$ cat src/rtl/wave_sched.sv
// rtl/wave_sched.sv - program-table sequencer that owns the sig_gen_1 wave_choise select
// Optional WAVE_SCHED_LOOP_EN: replay the program from entry 0 until a stop drains it.
module wave_sched #(
    parameter int         DEPTH       = 4,
    parameter int         DUR_W       = 8,
    parameter logic [1:0] IDLE_CHOICE = 2'b00
) (
    input  logic                     clk,
    input  logic                     rst,
    input  logic                     wr_en,
    input  logic [$clog2(DEPTH)-1:0] wr_addr,
    input  logic [1:0]               wr_choice,
    input  logic [DUR_W-1:0]         wr_dur,
    input  logic                     start,
    input  logic                     stop,
    output logic [1:0]               wave_choise,
    output logic                     busy,
    output logic [$clog2(DEPTH)-1:0] entry_idx,
    output logic                     seq_done,
    output logic                     err
);
    localparam int            AW       = $clog2(DEPTH);
    localparam logic [1:0]    MARKER   = 2'b11;
    localparam logic [AW-1:0] LAST_IDX = AW'(DEPTH - 1);
`ifdef WAVE_SCHED_LOOP_EN
    localparam bit LOOP_EN = 1'b1;
`else
    localparam bit LOOP_EN = 1'b0;
`endif

    typedef enum logic [1:0] {IDLE, RUN, DRAIN} state_t;

    state_t           state;
    logic [1:0]       tab_choice [DEPTH];
    logic [DUR_W-1:0] tab_dur    [DEPTH];
    logic [DUR_W-1:0] cnt;

    logic [AW-1:0] next_idx;
    logic          entry_end;
    logic          prog_end;
    logic          wr_ok;
    logic          start_ok;
    logic          finish;

    assign next_idx  = entry_idx + 1'b1;
    assign entry_end = (cnt == tab_dur[entry_idx]);
    assign prog_end  = (entry_idx == LAST_IDX) || (tab_choice[next_idx] == MARKER);
    assign wr_ok     = wr_en && (state == IDLE) && !start;
    assign start_ok  = start && (state == IDLE) && (tab_choice[0] != MARKER);

    // A stop seen on an entry's last cycle ends the program just like a DRAIN completion.
    assign finish = entry_end && (
                        (state == DRAIN) ||
                        ((state == RUN) && (stop || (prog_end && !LOOP_EN))));

    always_ff @(posedge clk) begin
        if (rst) begin
            for (int i = 0; i < DEPTH; i++) begin
                tab_choice[i] <= MARKER;
                tab_dur[i]    <= '0;
            end
        end else if (wr_ok) begin
            tab_choice[wr_addr] <= wr_choice;
            tab_dur[wr_addr]    <= wr_dur;
        end
    end

    always_ff @(posedge clk) begin
        if (rst) begin
            state       <= IDLE;
            cnt         <= '0;
            entry_idx   <= '0;
            wave_choise <= IDLE_CHOICE;
            busy        <= 1'b0;
            seq_done    <= 1'b0;
            err         <= 1'b0;
        end else begin
            seq_done <= 1'b0;
            err      <= (wr_en && !wr_ok) || (start && !start_ok);
            if (finish) begin
                state       <= IDLE;
                cnt         <= '0;
                entry_idx   <= '0;
                wave_choise <= IDLE_CHOICE;
                busy        <= 1'b0;
                seq_done    <= 1'b1;
            end else begin
                case (state)
                    IDLE: begin
                        if (start_ok) begin
                            state       <= RUN;
                            cnt         <= '0;
                            entry_idx   <= '0;
                            wave_choise <= tab_choice[0];
                            busy        <= 1'b1;
                        end
                    end
                    RUN: begin
                        if (entry_end) begin
                            cnt <= '0;
                            // Only reachable at program end when looping is enabled.
                            if (prog_end) begin
                                entry_idx   <= '0;
                                wave_choise <= tab_choice[0];
                            end else begin
                                entry_idx   <= next_idx;
                                wave_choise <= tab_choice[next_idx];
                            end
                        end else begin
                            cnt <= cnt + 1'b1;
                            if (stop) begin
                                state <= DRAIN;
                            end
                        end
                    end
                    DRAIN: begin
                        cnt <= cnt + 1'b1;
                    end
                    default: begin
                        state <= IDLE;
                    end
                endcase
            end
        end
    end
endmodule

$ cat config.mk
export PLATFORM = sky130hd
export DESIGN_NAME = wave_sched
export DESIGN_NICKNAME = d
export VERILOG_FILES = /design/src/rtl/wave_sched.sv
export SDC_FILE = /design/constraint.sdc
export NUM_CORES = 1
export LEC_CHECK = 0
export CAP_MARGIN = 20
export CORE_AREA = 2 2 102 104
export DETAILED_ROUTE_END_ITERATION = 7
export DIE_AREA = 0 0 104 106
export SETUP_SLACK_MARGIN = 0.3
export SYNTH_ARGS = -nofsm -noshare
export SYNTH_HDL_FRONTEND = slang
export SYNTH_SLANG_ARGS = --single-unit
$ cat constraint.sdc
create_clock -name clk -period 7.7 [get_ports clk]
set_clock_uncertainty 0.2 [all_clocks]
set_input_delay 1.54 -clock clk [delete_from_list [all_inputs] [get_ports clk]]
set_output_delay 1.54 -clock clk [all_outputs]
set_load 0.05 [all_outputs]
==> results of run 1 <==
worst max-delay path, stage by stage:
cell and delay [ns]:
clkdlybuf4s50_1 0.59, or3_1 0.47, nor3b_1 0.76, or2_2 0.39
power groups by stage:
stage / Combinational [W] / Clock (W) / Sequential, W
floorplan: 0.0000887 / 0 / 0.000384
global placement: 0.000142 / 0 / 0.000374
detailed placement: 0.000143 / 0 / 0.000374
CTS: 0.000144 / 0.000347 / 0.000367
global route: 0.000158 / 0.000364 / 0.000369
finish: 0.000143 / 0.000342 / 0.000367
cell families after synthesis:
logic type	count (synthesis)	share of synthesized area [%]
multiplexers	11	8.08
flip-flops	59	54.3
XOR/XNOR	8	2.41
buffers and inverters	17	2.45
AND/OR/NAND/NOR	97	19.5
AO/OA/AOI/OAI	43	10.2
adder cells (fa/ha/maj)	7	3.01
cell type report:
| type | count | area, sq um |
|---|---|---|
| inverters | 6 | 22.5 |
| clock buffers | 9 | 124 |
| flip-flops and latches | 59 | 1580 |
| multi-input cells | 166 | 1260 |
| repair buffers | 24 | 235 |
| well taps | 136 | 170 |
| fillers | 1024 | 6490 |
| clock inverters | 7 | 116 |
cell usage in the layout (no fill, tap or decap), drive strengths merged, types with 3 or more instances in the layout:
master         instances
edfxtp                40
and2                  35
clkdlybuf4s50         23
dfxtp                 19
nor2                  13
nand2                 12
a21oi                 12
nand2b                11
mux4                  10
clkbuf                 9
xor2                   7
ha                     7
inv                    6
o21ai                  6
nand3                  6
o2111ai                6
a31oi                  5
nor3                   4
or2                    4
o221ai                 3
bufinv                 3
clkinvlp               3
nor4                   3
per-layer routing:
layer | routed length, microns | GRT usage (%)
met1 | 2780 | 14.9
met2 | 2580 | 17.4
met3 | 177 | 2.82
met4 | 142 | 6.37
met5 | 0 | 0
synth_stat cells (7+ instances only):
cell,n
a21oi_1,12
and2_1,35
clkbuf_1,10
dfxtp_1,19
edfxtp_1,40
ha_1,7
mux4_2,10
nand2_1,12
nand2b_1,11
nor2_1,13
xor2_1,7
worst paths after layout:
path,from,end,slack [ns],cells after the start
max,rst,tab_dur[2][7],3.78,4
min,busy,busy,0.27,2
max reg2reg,flip-flop,wave_choise[0],4.49,6
min reg2reg,busy,busy,0.27,2
sequential cells by signal, indices dropped and copies added (netlist names), named ones only:
| register | flops |
|---|---|
| state | 2 |
| cnt | 8 |
| tab_choice | 8 |
| err | 1 |
| seq_done | 1 |
| wave_choise | 2 |
| tab_dur | 32 |
| entry_idx | 2 |
| busy | 1 |
metrics by stage:
stage          instances  hold WS [ns]
2_1_floorplan        242         0.262
3_5_place_dp         390         0.260
6_report             407         0.271
4_1_cts              406         0.277
5_1_grt              407         0.301
3_3_place_gp         390         0.260
==> flow_summary.toml, run 1 <==
[grt]
grt_max_degree = 17
track_usage_pct = 11.4
antenna_found_initial = 0
grt_pass1_wl_microns = 9740
grt_overflow = 0
grt_pass1_vias = 1919

[flow_run]
drv_cap = 0

[yosys]
synth_seq_cells = 59
synthTopCellsByArea = "edfxtp_1 (41%), dfxtp_1 (13%), mux4_2 (7.7%)"
synth_top_area_share_pct = 41.3
yosysSeqAreaShare_pct = 54.3
synth.distinct_cells = 38
synthFlopType = "edfxtp_1"
syn_inst = 242
yosysWarnings = 0
syn-num-nets = 266
async_reset_ff_share_pct = 0
synth_largest_area_cell = "edfxtp_1"
syn-mean-instance-area_sq_um = 12.0
synth_edf_count = 40
syn_area_sq_mm = 0.00291

[floorplan]
die_w_microns = 104
die_y_microns = 106
initial_core_util_pct = 29.1
rows = 37
dieArea_sq_mm = 0.0110
io_pins = 24
core_sq_mm = 0.0100

[min_path]
min_path_type = "flip-flop to flip-flop"

[routing]
drtIter0Drc = 70
drc_errors = 0
avgRoutedWirePerCell_microns = 14.0
vias = 1916
drtPass1Iterations = 5
finalWirelength_microns = 5680
drtAntennaViolNets = 0
viasPerCell = 4.71

[finish]
fin_nets = 290
synthToLayoutAreaGrowth_pct = 20.5
antenna_cells = 0
final_cell_area_sq_mm = 0.00351
drive_gt1_share_pct = 13.7
final_core_util_pct = 35.1

[power]
p_sw_w = 0.000229
netSwitchingFraction_pct = 26.9
p_comb_share_pct = 16.8
max-vdd-ir-drop_mv = 0.105
power.internal_w = 0.000623
seq_power_share_pct = 43.0
powerDensity_mw_per_mm2 = 243
clkPwrFrac_pct = 40.1
cellLeakagePower_nw = 1.18
finalPower_w = 0.000852

[cts]
cts_buffers = 9
clk_latency_ns = 0.35
numClockSinks = 59
root_buffer = "clkbuf_8"
clk_pin_slew_ns = 0.07
h-tree-depth = 3
cts.hold.buffers_added = 0
cts_buffer_depth = 2
cts_resized = 0
post_cts_buffers = 0
cts_tree = "yes"

[timing]
final.setup.tns_ns = 0
min_period_ns = 3.92
hold_viol_final = 0
setup_ws_ns = 3.78
tightest_slew_ns = 0.893
slew_viol_final = 0
rsz0062_at_grt = "false"
setup_viol = 0
period_share_pct = 50.9
fmax_mhz = 255
max_slew_margin_pct = 40.0

[place]
dp_hpwl_microns = 4110
gp_congestion = 0.761
io_buffers = 23
placed_area_sq_mm = 0.00326
pre_cts_ws_ns = 3.41

[outcome]
status = "finished clean"

[critical_path]
crit_required_ns = 7.53
path_class = "input port to flip-flop"
end_kind = "flip-flop"
start_kind = "input port"
crit_fanout = 11
worst_ep_arrival_time_ns = 3.75
Note: power is estimated with default switching activity, not from simulation.
==> run 2, diff against run 1 <==
- clock period: 7.7 -> 3.93 ns (I/O delays scaled with it)
==> run 2 against run 1 <==
Against the previous run: via count fell by 0.78%; non-clock buffer count is 4 higher; cell area fell by 0.68%; critical path type is now flip-flop to flip-flop; highest routed layer unchanged.
==> flow_summary.toml, run 2 (same netlist as run 1, synthesis figures left out) <==
[timing]
min_period_ns = 3.12
final.setup.tns_ns = 0
max_slew_margin_pct = 54.5
tightest_slew_ns = 0.678
period_share_pct = 79.5
slew_viol_final = 0
holdWs_ns = 0.282
setup_viol = 0
fmax_mhz = 320
rsz0062_at_grt = "false"
hold_viol_final = 0

[routing]
drtAntennaViolNets = 0
avgRoutedWirePerCell_microns = 14.1
viasPerCell = 4.63
finalWirelength_microns = 5790
vias = 1901
drtPass1Iterations = 4
drtIter0Drc = 55
drc_errors = 0

[grt]
grt_pass1_vias = 1903
antenna_found_initial = 0
grt.met1_usage_pct = 15.1
grt_max_degree = 17
use_met3_pct = 2.21
grt_pass1_wl_microns = 9940
grt_overflow = 0
track_usage_pct = 11.5
grt.busiest_layer = "met2"
grt_use_met2_pct = 18.5

[finish]
antenna_cells = 0
final_cell_area_sq_mm = 0.00348
instances_no_fill = 411
layout_commonest_cell = "edfxtp_1"
fin_nets = 294
regMostFlops = "tab_dur"
layout_common_cells = "edfxtp_1 (40), and2_1 (35), clkdlybuf4s50_1 (23)"
drive_gt1_share_pct = 14.5
synthToLayoutAreaGrowth_pct = 19.7
largest_reg_flops = 32
top_regs = "tab_dur: 32 flops, cnt: 8 flops, tab_choice: 8 flops"
fillers = 1051

[floorplan]
io_pins = 24
die_w_microns = 104
rows = 37
initial_core_util_pct = 29.1
die_y_microns = 106
core_sq_mm = 0.0100
dieArea_sq_mm = 0.0110

[cts]
cts_resized = 0
clk_latency_ns = 0.33
cts_buffer_depth = 2
clk_pin_slew_ns = 0.07
cts_tree = "yes"
cts.hold.buffers_added = 0
cts_buffers = 9
root_buffer = "clkbuf_8"
h-tree-depth = 3
post_cts_buffers = 0
numClockSinks = 59

[place]
place_inst = 395
gp_congestion = 0.798
placed_area_sq_mm = 0.00330
io_buffers = 23
dp_hpwl_microns = 4270

[power]
power.internal_w = 0.00109
max-vdd-ir-drop_mv = 0.206
netSwitchingFraction_pct = 28.5
p_sw_w = 0.000436
seq_power_share_pct = 47.2
p_comb_share_pct = 18.4
cellLeakagePower_nw = 1.19
finalPower_w = 0.00153
clkPwrFrac_pct = 34.4
powerDensity_mw_per_mm2 = 439

[critical_path]
crit_fanout = 16
cp_num_cells = 6
r2r_setup_slack_ns = 0.81
start_kind = "flip-flop"
end_kind = "flip-flop"
worst_ep_arrival_time_ns = 3.18
path_class = "flip-flop to flip-flop"
crit_required_ns = 3.99
r2r-end = "wave_choise[0]"
worstRegToRegCells = 6
path_buf_inv = 0
crit_end = "wave_choise[0]"
slowest_stage = "dfxtp_1"
cp_top_family = "simple AND/OR/NAND/NOR gates"
crit_chain = "mux4_2, xor2_1, nor4_4, a21boi_2, or4_1, a21oi_1"
slowest_delay_ns = 0.63

[flow_run]
drv_cap = 0

[outcome]
status = "finished clean"

[min_path]
min_path_type = "flip-flop to flip-flop"
[run 2: cell count changes in the layout (fill, tap and decap cells not counted), sizes merged]
cell / before / now
bufinv: 3 / 1
clkinvlp: 3 / 1
clkinv: 1 / 4
buf: 1 / 5
clkbuf: 9 / 10
[run 2: worst min-delay path by stage]
| stage | from | endpoint | depth (start not counted) |
|---|---|---|---|
| floorplan | cnt[0] | cnt[0] | 2 |
| global placement | busy | busy | 2 |
| finish | busy | busy | 2 |
| CTS | busy | busy | 2 |
| detailed placement | busy | busy | 2 |
| global route | wave_choise[1] | wave_choise[1] | 2 |
[run 2: final cells by class]
type | count | area (sq um) | share of cell area [%]
flip-flops and latches | 59 | 1580 | 45.4
multi-input cells | 166 | 1260 | 36.1
repair buffers | 28 | 268 | 7.69
well taps | 136 | 170 | 4.89
clock buffers | 10 | 128 | 3.66
clock inverters | 6 | 56.3 | 1.62
inverters | 6 | 22.5 | 0.647
[run 2: tightest hold or removal path, cell delays in order (launching register included)]
cell     delay [ns]
dfxtp_1        0.33
a31oi_1        0.04
nor2_1         0.07
[run 2: power groups by stage]
| stage | Combinational (W) | Sequential, W | Clock [W] |
|---|---|---|---|
| 2_1_floorplan | 0.000174 | 0.000753 | 0 |
| 3_3_place_gp | 0.000279 | 0.000733 | 0 |
| 3_5_place_dp | 0.000283 | 0.000735 | 0 |
| 4_1_cts | 0.000285 | 0.000722 | 0.000533 |
| 5_1_grt | 0.000314 | 0.000725 | 0.000566 |
| 6_report | 0.000282 | 0.000721 | 0.000526 |
[run 2: per-layer routing]
layer	vias up	part of all wire (%)
met1	914	47
li1	950	-
met2	27	48
met5	-	0
met3	10	2.9
met4	0	1.8
[run 2: through the flow]
step / utilization [%] / setup WS [ns]
floorplan: - / 1.26
global placement: 33.0 / 0.856
detailed placement: 33.0 / 0.800
CTS: 34.8 / 0.766
global route: 34.8 / 0.553
finish: 34.8 / 0.806
